===== src/rtl/data_memory_param.sv =====
// data_memory_param: parametrised single-port synchronous data memory.
// After reset a hardware sweep writes every word (mem[i] = i or 0, per
// INIT_MODE); requests are accepted only once the sweep finishes (ready=1).
// Reads have one-cycle latency; out-of-range writes are dropped and
// out-of-range reads return zero.
// Optional feature macro: DMEM_BOUNDS_CHECK_EN (out-of-range err pulse).
module data_memory_param #(
  parameter int unsigned DATA_W    = 8,
  parameter int unsigned ADDR_W    = 8,
  parameter int unsigned DEPTH     = 33,
  parameter int unsigned INIT_MODE = 1
) (
  input  logic              clk,
  input  logic              reset,
  input  logic              req,
  input  logic              we,
  input  logic [ADDR_W-1:0] address,
  input  logic [DATA_W-1:0] dataIn,
  output logic              ready,
  output logic [DATA_W-1:0] dataOut,
  output logic              dataValid,
  output logic              err
);

  // Array index width, and sweep counter width (one extra bit of headroom).
  localparam int unsigned IW = (DEPTH > 1) ? $clog2(DEPTH) : 1;
  localparam int unsigned CW = $clog2(DEPTH) + 1;

  localparam logic [CW-1:0]   LAST_IDX = CW'(DEPTH - 1);
  localparam logic [ADDR_W:0] DEPTH_L  = (ADDR_W + 1)'(DEPTH);

  typedef enum logic {
    ST_INIT,
    ST_IDLE
  } state_t;

  state_t            state;
  state_t            state_next;
  logic [CW-1:0]     idx;
  logic [CW-1:0]     idx_next;
  logic [DATA_W-1:0] mem [DEPTH];

  logic              in_range;
  logic [IW-1:0]     acc_idx;
  logic              accept;
  logic              sweep_last;
  logic              mem_we;
  logic [IW-1:0]     wr_addr;
  logic [DATA_W-1:0] wr_data;

  // Compare with one extra bit so DEPTH == 2**ADDR_W is handled.
  assign in_range = ({1'b0, address} < DEPTH_L);
  assign acc_idx  = address[IW-1:0];

  // Next-state logic: sweep in INIT, accept requests in IDLE.
  always_comb begin
    state_next = state;
    idx_next   = idx;
    accept     = 1'b0;
    sweep_last = 1'b0;
    mem_we     = 1'b0;
    wr_addr    = acc_idx;
    wr_data    = dataIn;
    case (state)
      ST_INIT: begin
        mem_we   = 1'b1;
        wr_addr  = idx[IW-1:0];
        wr_data  = (INIT_MODE != 0) ? DATA_W'(idx) : '0;
        idx_next = idx + 1'b1;
        if (idx == LAST_IDX) begin
          sweep_last = 1'b1;
          state_next = ST_IDLE;
        end
      end
      ST_IDLE: begin
        accept = req;
        mem_we = req & we & in_range;
      end
      default: begin
        state_next = ST_INIT;
      end
    endcase
  end

  // State and sweep counter registers.
  always_ff @(posedge clk) begin
    if (reset) begin
      state <= ST_INIT;
      idx   <= '0;
    end else begin
      state <= state_next;
      idx   <= idx_next;
    end
  end

  // Storage array: sweep writes and accepted in-range writes.
  always_ff @(posedge clk) begin
    if (!reset && mem_we) begin
      mem[wr_addr] <= wr_data;
    end
  end

  // Registered outputs: ready latch, read data and valid pulse.
  always_ff @(posedge clk) begin
    if (reset) begin
      ready     <= 1'b0;
      dataOut   <= '0;
      dataValid <= 1'b0;
    end else begin
      if (sweep_last) begin
        ready <= 1'b1;
      end
      dataValid <= accept & ~we;
      if (accept && !we) begin
        dataOut <= in_range ? mem[acc_idx] : '0;
      end
    end
  end

`ifdef DMEM_BOUNDS_CHECK_EN
  // One-cycle pulse on any accepted request outside the implemented range.
  always_ff @(posedge clk) begin
    if (reset) begin
      err <= 1'b0;
    end else begin
      err <= accept & ~in_range;
    end
  end
`else
  assign err = 1'b0;
`endif

endmodule

===== config.mk =====
export PLATFORM = sky130hd
export DESIGN_NAME = data_memory_param
export DESIGN_NICKNAME = d
export VERILOG_FILES = /design/src/rtl/data_memory_param.sv
export SDC_FILE = /design/constraint.sdc
export NUM_CORES = 1
export LEC_CHECK = 0
export CAP_MARGIN = 20
export CORE_MARGIN = 2
export CORE_UTILIZATION = 47
export CTS_BUF_LIST = sky130_fd_sc_hd__clkbuf_8
export DETAILED_ROUTE_END_ITERATION = 6
export SLEW_MARGIN = 10
export SYNTH_ARGS = -nofsm -noshare
export SYNTH_HDL_FRONTEND = slang
export SYNTH_SLANG_ARGS = --single-unit

===== constraint.sdc =====
create_clock -name clk -period 3.27 [get_ports clk]
set_input_delay 0.4905 -clock clk [delete_from_list [all_inputs] [get_ports clk]]
set_output_delay 0.4905 -clock clk [all_outputs]
set_load 0.03 [all_outputs]

== Yosys cells after proc, flatten, opt, wreduce, memory -nomap -nowiden ==
Memory sizes are Yosys's and may differ from the RTL's.
Index checks and enable logic that the tools add are counted.

* $add $sub $neg: 1
* Order comparisons: 1
* Equal/unequal tests: 1
* Multiplexer cells: 10
* Bitwise operators: 5
* Reduce and logical (&&, ||, !) cells: 4

{| class="wikitable"
|+ Operator list
! operator !! count
|-
| two-way mux 8 bit || 2
|-
| < comparator 8 x 6 -> 1 bit, second input constant || 1
|-
| adder 7 x 1 -> 7 bit, second input constant || 1
|-
| == test 7 x 6 -> 1 bit, second input constant || 1
|-
| two-way mux 1 bit || 6
|-
| two-way mux 6 bit || 1
|-
| bitwise AND 1 bit || 3
|-
| logical AND 1 bit || 2
|-
| zero test 1 bit || 2
|-
| inverter 1 bit || 2
|-
| one-hot mux 1 bit (2 select lines) || 1
|}

* Register bits: 18
* Memory bits (writable): 264
* Output and inout bits: 11
* Memories kept: 1

{| class="wikitable"
|+ Memory list
! name !! words !! width !! read ports !! clocked after memory_dff !! wr ports !! line !! text
|-
| mem || 33 || 8 || 1 || 0 || 1 || 41 || <nowiki>logic [DATA_W-1:0] mem [DEPTH];</nowiki>
|}

== Longest topological paths before layout ==
Gate-level depths: netlist of the first run.

* Depth after elaboration: 6
* Mapped depth: 8
* Depth with buffers taken out: 6

== Worst setup path before layout of the first run ==
OpenSTA, ideal clock, no wires.

* Kind: input port to flip-flop
* Start point: input port address[0]
* End point: memory mem[32][0] (enable)
* Data arrival time: 2131 ps
* Required time: 2887 ps
* Slack: 756 ps
* Stages on the path: 8
* Path buffers: 4
* Cells stage by stage: buf_6 > buf_12 > buf_6 > buf_6 > a21oi_1 > and2b_1 > nand2_1 > nor3_1

* Word-level cells in the longest chain between the ends: 6
* Elaborated cells on any way between the ends: 7
* Classes of those cells: 1 x order compare; 4 x mux; 1 x bitwise; 1 x reduce/logical

{| class="wikitable"
|+ Ends and longest elaborated chain
! what !! line !! text
|-
| start, declared || 17 || <nowiki>input logic [ADDR_W-1:0] address,</nowiki>
|-
| < comparator 8 x 6 -> 1 bit || 52 || <nowiki>assign in_range = ({1'b0, address} < DEPTH_L);</nowiki>
|-
| bitwise AND 1 bit || 77 || <nowiki>mem_we = req & we & in_range;</nowiki>
|-
| one-hot mux 1 bit (2 select lines) || 64 || <nowiki>case (state)</nowiki>
|-
| logical AND 1 bit || 98 || <nowiki>if (!reset && mem_we) begin</nowiki>
|-
| two-way mux 1 bit || 98 ||
|-
| two-way mux 1 bit (implied by the code) || 99 || <nowiki>mem[wr_addr] <= wr_data;</nowiki>
|-
| end, declared || 41 ||
|}

Several ways; a longest one is shown, not always the timed one.

== Worst setup path in the final report of the first run ==
* Start point: input port address[4]
* End point: memory mem[18][3] (enable)

Same word-level chain as after synthesis.

==> results of run 1 <==
-- critical path, stage by stage --
cell,delay [ns]
clkdlybuf4s50_1,0.56
nor3_1,0.20
a21boi_1,0.16
o41ai_4,0.42
nand3_1,0.45
nor2_1,0.22
buf_4,0.20
-- cell usage after synthesis (8+ instances only) --
| master | number |
|---|---|
| a21oi_1 | 19 |
| buf_2 | 10 |
| edfxtp_1 | 264 |
| mux2_2 | 23 |
| nand3_1 | 10 |
| mux4_2 | 17 |
| a31oi_1 | 8 |
| dfxtp_1 | 18 |
| mux2i_1 | 65 |
| nand2_1 | 41 |
| a22oi_1 | 9 |
| nor2b_1 | 10 |
| nor3_1 | 10 |
| mux4_1 | 9 |
| nor2_1 | 48 |
-- flip-flops by register name, indices dropped and copies added, names as in the netlist --
| name | count |
|---|---|
| mem | 264 |
| dataOut | 8 |
| idx | 7 |
| dataValid | 1 |
| ready | 1 |
| state | 1 |
-- layout make-up --
class | instances | area, sq um
well taps | 324 | 405
clock buffers | 49 | 674
clock inverters | 35 | 170
flip-flops and latches | 282 | 8290
multi-input cells | 353 | 2940
inverters | 4 | 15.0
fillers | 1926 | 11000
repair buffers | 82 | 688
-- report_power, final --
group / total [mW] / leakage [nW] / internal (mW) / switching, mW
Combinational: 0.383 / 1.49 / 0.144 / 0.239
Sequential: 3.96 / 2.57 / 3.95 / 0.0110
Clock: 2.78 / 0.514 / 1.46 / 1.32
-- worst min-delay path by stage --
stage / startpoint / endpoint / slack [ns] / depth (start not counted)
floorplan: idx[0] / idx[0] / 0.48 / 2
global placement: ready / ready / 0.47 / 2
detailed placement: ready / ready / 0.47 / 2
CTS: ready / ready / 0.50 / 2
global route: ready / ready / 0.52 / 2
finish: ready / ready / 0.49 / 2
-- kinds of logic (layout without fill, tap and decap cells) --
kind of cell / Yosys count / count (layout) / share of synthesized area, %
buffers and inverters: 37 / 170 / 2.19
other: 1 / 1 / 0.0327
and+or+nand+nor: 137 / 137 / 5.55
adders and majority gates: 2 / 2 / 0.218
muxes: 114 / 114 / 13.3
AOI/OAI and AO/OA: 94 / 94 / 6.12
DFF: 282 / 282 / 72.2
xor gates and xnor gates: 5 / 5 / 0.381
-- routing by layer --
layer  vias up  track usage, %  share of wire, %
met1      3215            32.2                45
met5         -               0                 0
met3        45            4.05               7.2
li1       2872               -                 -
met2       322            34.5                46
met4         0            7.49               2.3
==> results.sh, run 1 <==
export IMPL_status="finished clean"
export IMPL_p_leak_nw=4.57
export IMPL_cts_setup_buffers=0
export IMPL_final_common_cell="edfxtp_1"
export IMPL_postLayoutSetupSlackWorst_ns=0.829
export IMPL_finalMaxSlewViolations=0
export IMPL_ys_ff_latch=282
export IMPL_worstMarginPinSlew_ns=0.974
export IMPL_fin_area_sq_um=13200
export IMPL_worstPathMaxFanout=8
export IMPL_dp_hpwl_microns=17800
export IMPL_clkSinkCount=282
export IMPL_crit_end="mem[18][3]"
export IMPL_p_per_area_nw_per_um2=541
export IMPL_fin_crit_ns=2.44
export IMPL_preCtsSetupSlack_ns=0.272
export IMPL_finalCritPeriodShare_pct=74.6
export IMPL_layout_common_cells="edfxtp_1 (264), mux2i_1 (65), buf_4 (53)"
export IMPL_min_path_type="reg2reg"
export IMPL_setup_viol=0
export IMPL_clockRootBuffer="clkbuf_8"
export IMPL_drt_iter0_markers=766
export IMPL_grt_pass1_vias=6659
export IMPL_holdBufCountCts=0
export IMPL_gp_congestion=0.868
export IMPL_critPathLaunch="address[4]"
export IMPL_drive_above_1_share_pct=20.1
export IMPL_area_growth_pct=14.8
export IMPL_critical_path_class="in2reg"
export IMPL_rsz0062_at_grt="no"
export IMPL_wl_per_cell_microns=25.1
export IMPL_cap_viol_max_count=0
export IMPL_synthArstFlopShare_pct=0
export IMPL_placed_area_sq_um=12300
export IMPL_cts_buffers=46
export IMPL_max_clock_freq_mhz=410
export IMPL_yosysTopAreaCell="edfxtp_1"
export IMPL_holdWs_ns=0.491
export IMPL_fp_dieW_microns=160
export IMPL_drc_errors=0
export IMPL_coreArea_sq_um=24200
export IMPL_cp_arrival_ns=2.70
export IMPL_peakVddDrop_mv=0.301
export IMPL_reg2reg_slack_ns=0.88
export IMPL_clk_latency_ns=0.55
export IMPL_hold_viol=0
export IMPL_fin_util_pct=54.5
export IMPL_cp_end_kind="register"
export IMPL_totalPowerFinal_mw=7.13
export IMPL_vias=6454
export IMPL_placement_io_buffers=29
export IMPL_final_cells=1129
export IMPL_yosys_area_top_type_share_pct=69.0
export IMPL_clock_skew_final_ns=0.0202
export IMPL_r2r_cells=7
export IMPL_antenna_cells=0
export IMPL_drtPass1Iterations=6
export IMPL_grt_pass1_wl_microns=41600
export IMPL_netlist_area_sq_um=11500
export IMPL_fin_nets=791
export IMPL_grt_overflow_total=0
export IMPL_synth_cell_types=53
export IMPL_wl_microns=28400
export IMPL_syn_nets=694
export IMPL_cts_htree_levels=2
export IMPL_ys_warn_count=0
export IMPL_fp_row_count=57
export IMPL_die_height_microns=160
export IMPL_grt_max_degree=76
export IMPL_dp_cells=1045
export IMPL_postSynthCellCount=672
export IMPL_clock_path_buffers=3
export IMPL_path_clk_slew_ns=0.06
export IMPL_fin_setup_tns_ns=0
export IMPL_cts_resized=0
export IMPL_fp_dieArea_sq_um=25700
export IMPL_synthTopCellsByArea="edfxtp_1 (69%), mux2i_1 (5.7%), mux4_2 (3.3%)"
export IMPL_antenna_found_initial=0
export IMPL_synth_edf_count=264
export IMPL_initial_utilization_pct=47.5
export IMPL_slew_headroom_pct=34.5
export IMPL_synth_ff_type="edfxtp_1"
export IMPL_ys_seq_area_share_pct=72.2
export IMPL_r2r_start="state"
export IMPL_ioPinCount=31
export IMPL_syn_avg_cell_area_sq_um=17.1
export IMPL_viasPerCell=5.72
export IMPL_ant_nets=0
export IMPL_r2r_end="mem[32][1]"
export IMPL_cts_tree="yes"
export IMPL_grt_usage_pct=22.3
export IMPL_worstSetupStartpointType="input pin"
export IMPL_crit_required_ns=3.53
Power figures use the tool's default switching activity.
==> run 2, diff against run 1 <==
==> constraint.sdc (replaced) <==
create_clock -name clk -period 2.6 [get_ports clk]
set_input_delay 0.39 -clock clk [delete_from_list [all_inputs] [get_ports clk]]
set_output_delay 0.39 -clock clk [all_outputs]
set_load 0.03 [all_outputs]
==> results.sh, run 2 (synthesis results as in run 1) <==
export IMPL_status="finished clean"
export IMPL_fin_nets=806
export IMPL_p_per_area_nw_per_um2=669
export IMPL_worstMarginPinSlew_ns=0.534
export IMPL_largest_register="mem"
export IMPL_fin_setup_tns_ns=0
export IMPL_cts_htree_levels=2
export IMPL_dp_hpwl_microns=18600
export IMPL_slew_headroom_pct=64.3
export IMPL_rsz0062_at_grt="no"
export IMPL_clock_skew_final_ns=0.0258
export IMPL_dp_cells=1062
export IMPL_holdBufCountCts=0
export IMPL_peakVddDrop_mv=0.367
export IMPL_finalMaxSlewViolations=0
export IMPL_coreArea_sq_um=24200
export IMPL_path_buf_inv=2
export IMPL_fin_util_pct=55.2
export IMPL_cp_end_kind="register"
export IMPL_reg_largest_list="mem (264), dataOut (8), idx (7)"
export IMPL_cp_arrival_ns=2.52
export IMPL_fin_crit_ns=2.28
export IMPL_ioPinCount=31
export IMPL_finalCritPeriodShare_pct=87.7
export IMPL_area_growth_pct=16.3
export IMPL_drive_above_1_share_pct=21.7
export IMPL_grt_overflow_total=0
export IMPL_antenna_found_initial=0
export IMPL_drc_errors=0
export IMPL_critical_path_slowest_cell="dfxtp_1"
export IMPL_clk_latency_ns=0.56
export IMPL_grt_max_degree=50
export IMPL_totalPowerFinal_mw=8.93
export IMPL_cap_viol_max_count=0
export IMPL_setup_viol=0
export IMPL_wl_per_cell_microns=24.4
export IMPL_grt_pass1_wl_microns=41800
export IMPL_placement_io_buffers=29
export IMPL_largest_reg_flops=264
export IMPL_path_delay_family="simple AND/OR/NAND/NOR gates"
export IMPL_ant_nets=0
export IMPL_die_height_microns=160
export IMPL_path_clk_slew_ns=0.06
export IMPL_p_leak_nw=4.65
export IMPL_worstPathMaxFanout=15
export IMPL_wl_microns=28000
export IMPL_cts_tree="yes"
export IMPL_vias=6525
export IMPL_fp_dieArea_sq_um=25700
export IMPL_cts_setup_buffers=0
export IMPL_gp_congestion=0.887
export IMPL_clkSinkCount=282
export IMPL_crit_required_ns=2.84
export IMPL_critical_path_cell_chain="buf_4 > a21oi_1 > nor2_1 > nand2_1 > nor2_1 > buf_4"
export IMPL_viasPerCell=5.70
export IMPL_worstSetupStartpointType="register"
export IMPL_max_clock_freq_mhz=439
export IMPL_grt_pass1_vias=6666
export IMPL_final_cells=1145
export IMPL_holdWs_ns=0.482
export IMPL_cts_buffers=44
export IMPL_fp_row_count=57
export IMPL_min_path_type="reg2reg"
export IMPL_clockRootBuffer="clkbuf_8"
export IMPL_slowest_delay_ns=0.59
export IMPL_initial_utilization_pct=47.5
export IMPL_clock_path_buffers=3
export IMPL_critical_path_class="reg2reg"
export IMPL_hold_viol=0
export IMPL_final_common_cell="edfxtp_1"
export IMPL_layout_common_cells="edfxtp_1 (264), buf_4 (66), mux2i_1 (65)"
export IMPL_fp_dieW_microns=160
export IMPL_cts_resized=0
export IMPL_drt_iter0_markers=577
export IMPL_grt_usage_pct=22.2
export IMPL_drtPass1Iterations=6
-- run 2: cell type report --
cell class	count	area (sq um)
Timing Repair Buffer	99	866
Inverter	4	15.0
Sequential cell	282	8290
Antenna cell	1	2.50
Multi-Input combinational cell	353	2940
Tap cell	324	405
Fill cell	1882	10800
Clock buffer	48	661
Clock inverter	34	170
-- run 2: per-stage QoR --
step / instance area (sq um) / setup slack, ns
after CTS: 13300 / 0.377
after global placement: 12500 / 0.0544
after global routing: 13300 / 0.176
final: 13300 / 0.320
after floorplan: 11500 / 0.187
after detailed placement: 12500 / 0.0196
-- run 2: per-layer routing --
metal / vias up / wire (microns) / GRT usage, %
met2: 291 / 13100 / 34.9
met4: 0 / 691 / 6.55
met5: - / 0 / 0
met3: 56 / 1970 / 5.19
met1: 3263 / 12200 / 31.2
li1: 2915 / - / -
-- run 2: final timing paths --
check                                  end  start  cells past startpoint  slack (ns)
worst min register to register       ready  ready                      2        0.48
worst max register to register  mem[15][3]  state                      6        0.32
worst max-delay path            mem[15][3]  state                      6        0.32
worst min-delay path                 ready  ready                      2        0.48
-- run 2: where the power goes --
| group | total [mW] | internal [mW] | switching, mW |
|---|---|---|---|
| clock | 3.45 | 1.80 | 1.64 |
| combinational | 0.498 | 0.197 | 0.301 |
| sequential | 4.98 | 4.97 | 0.0127 |
| total | 8.93 | 6.97 | 1.96 |
-- run 2: tightest hold or removal path, cell delays in order, from the launching register on --
cell and delay, ns:
dfxtp_1 0.33, a21oi_1 0.04, nor2_1 0.07
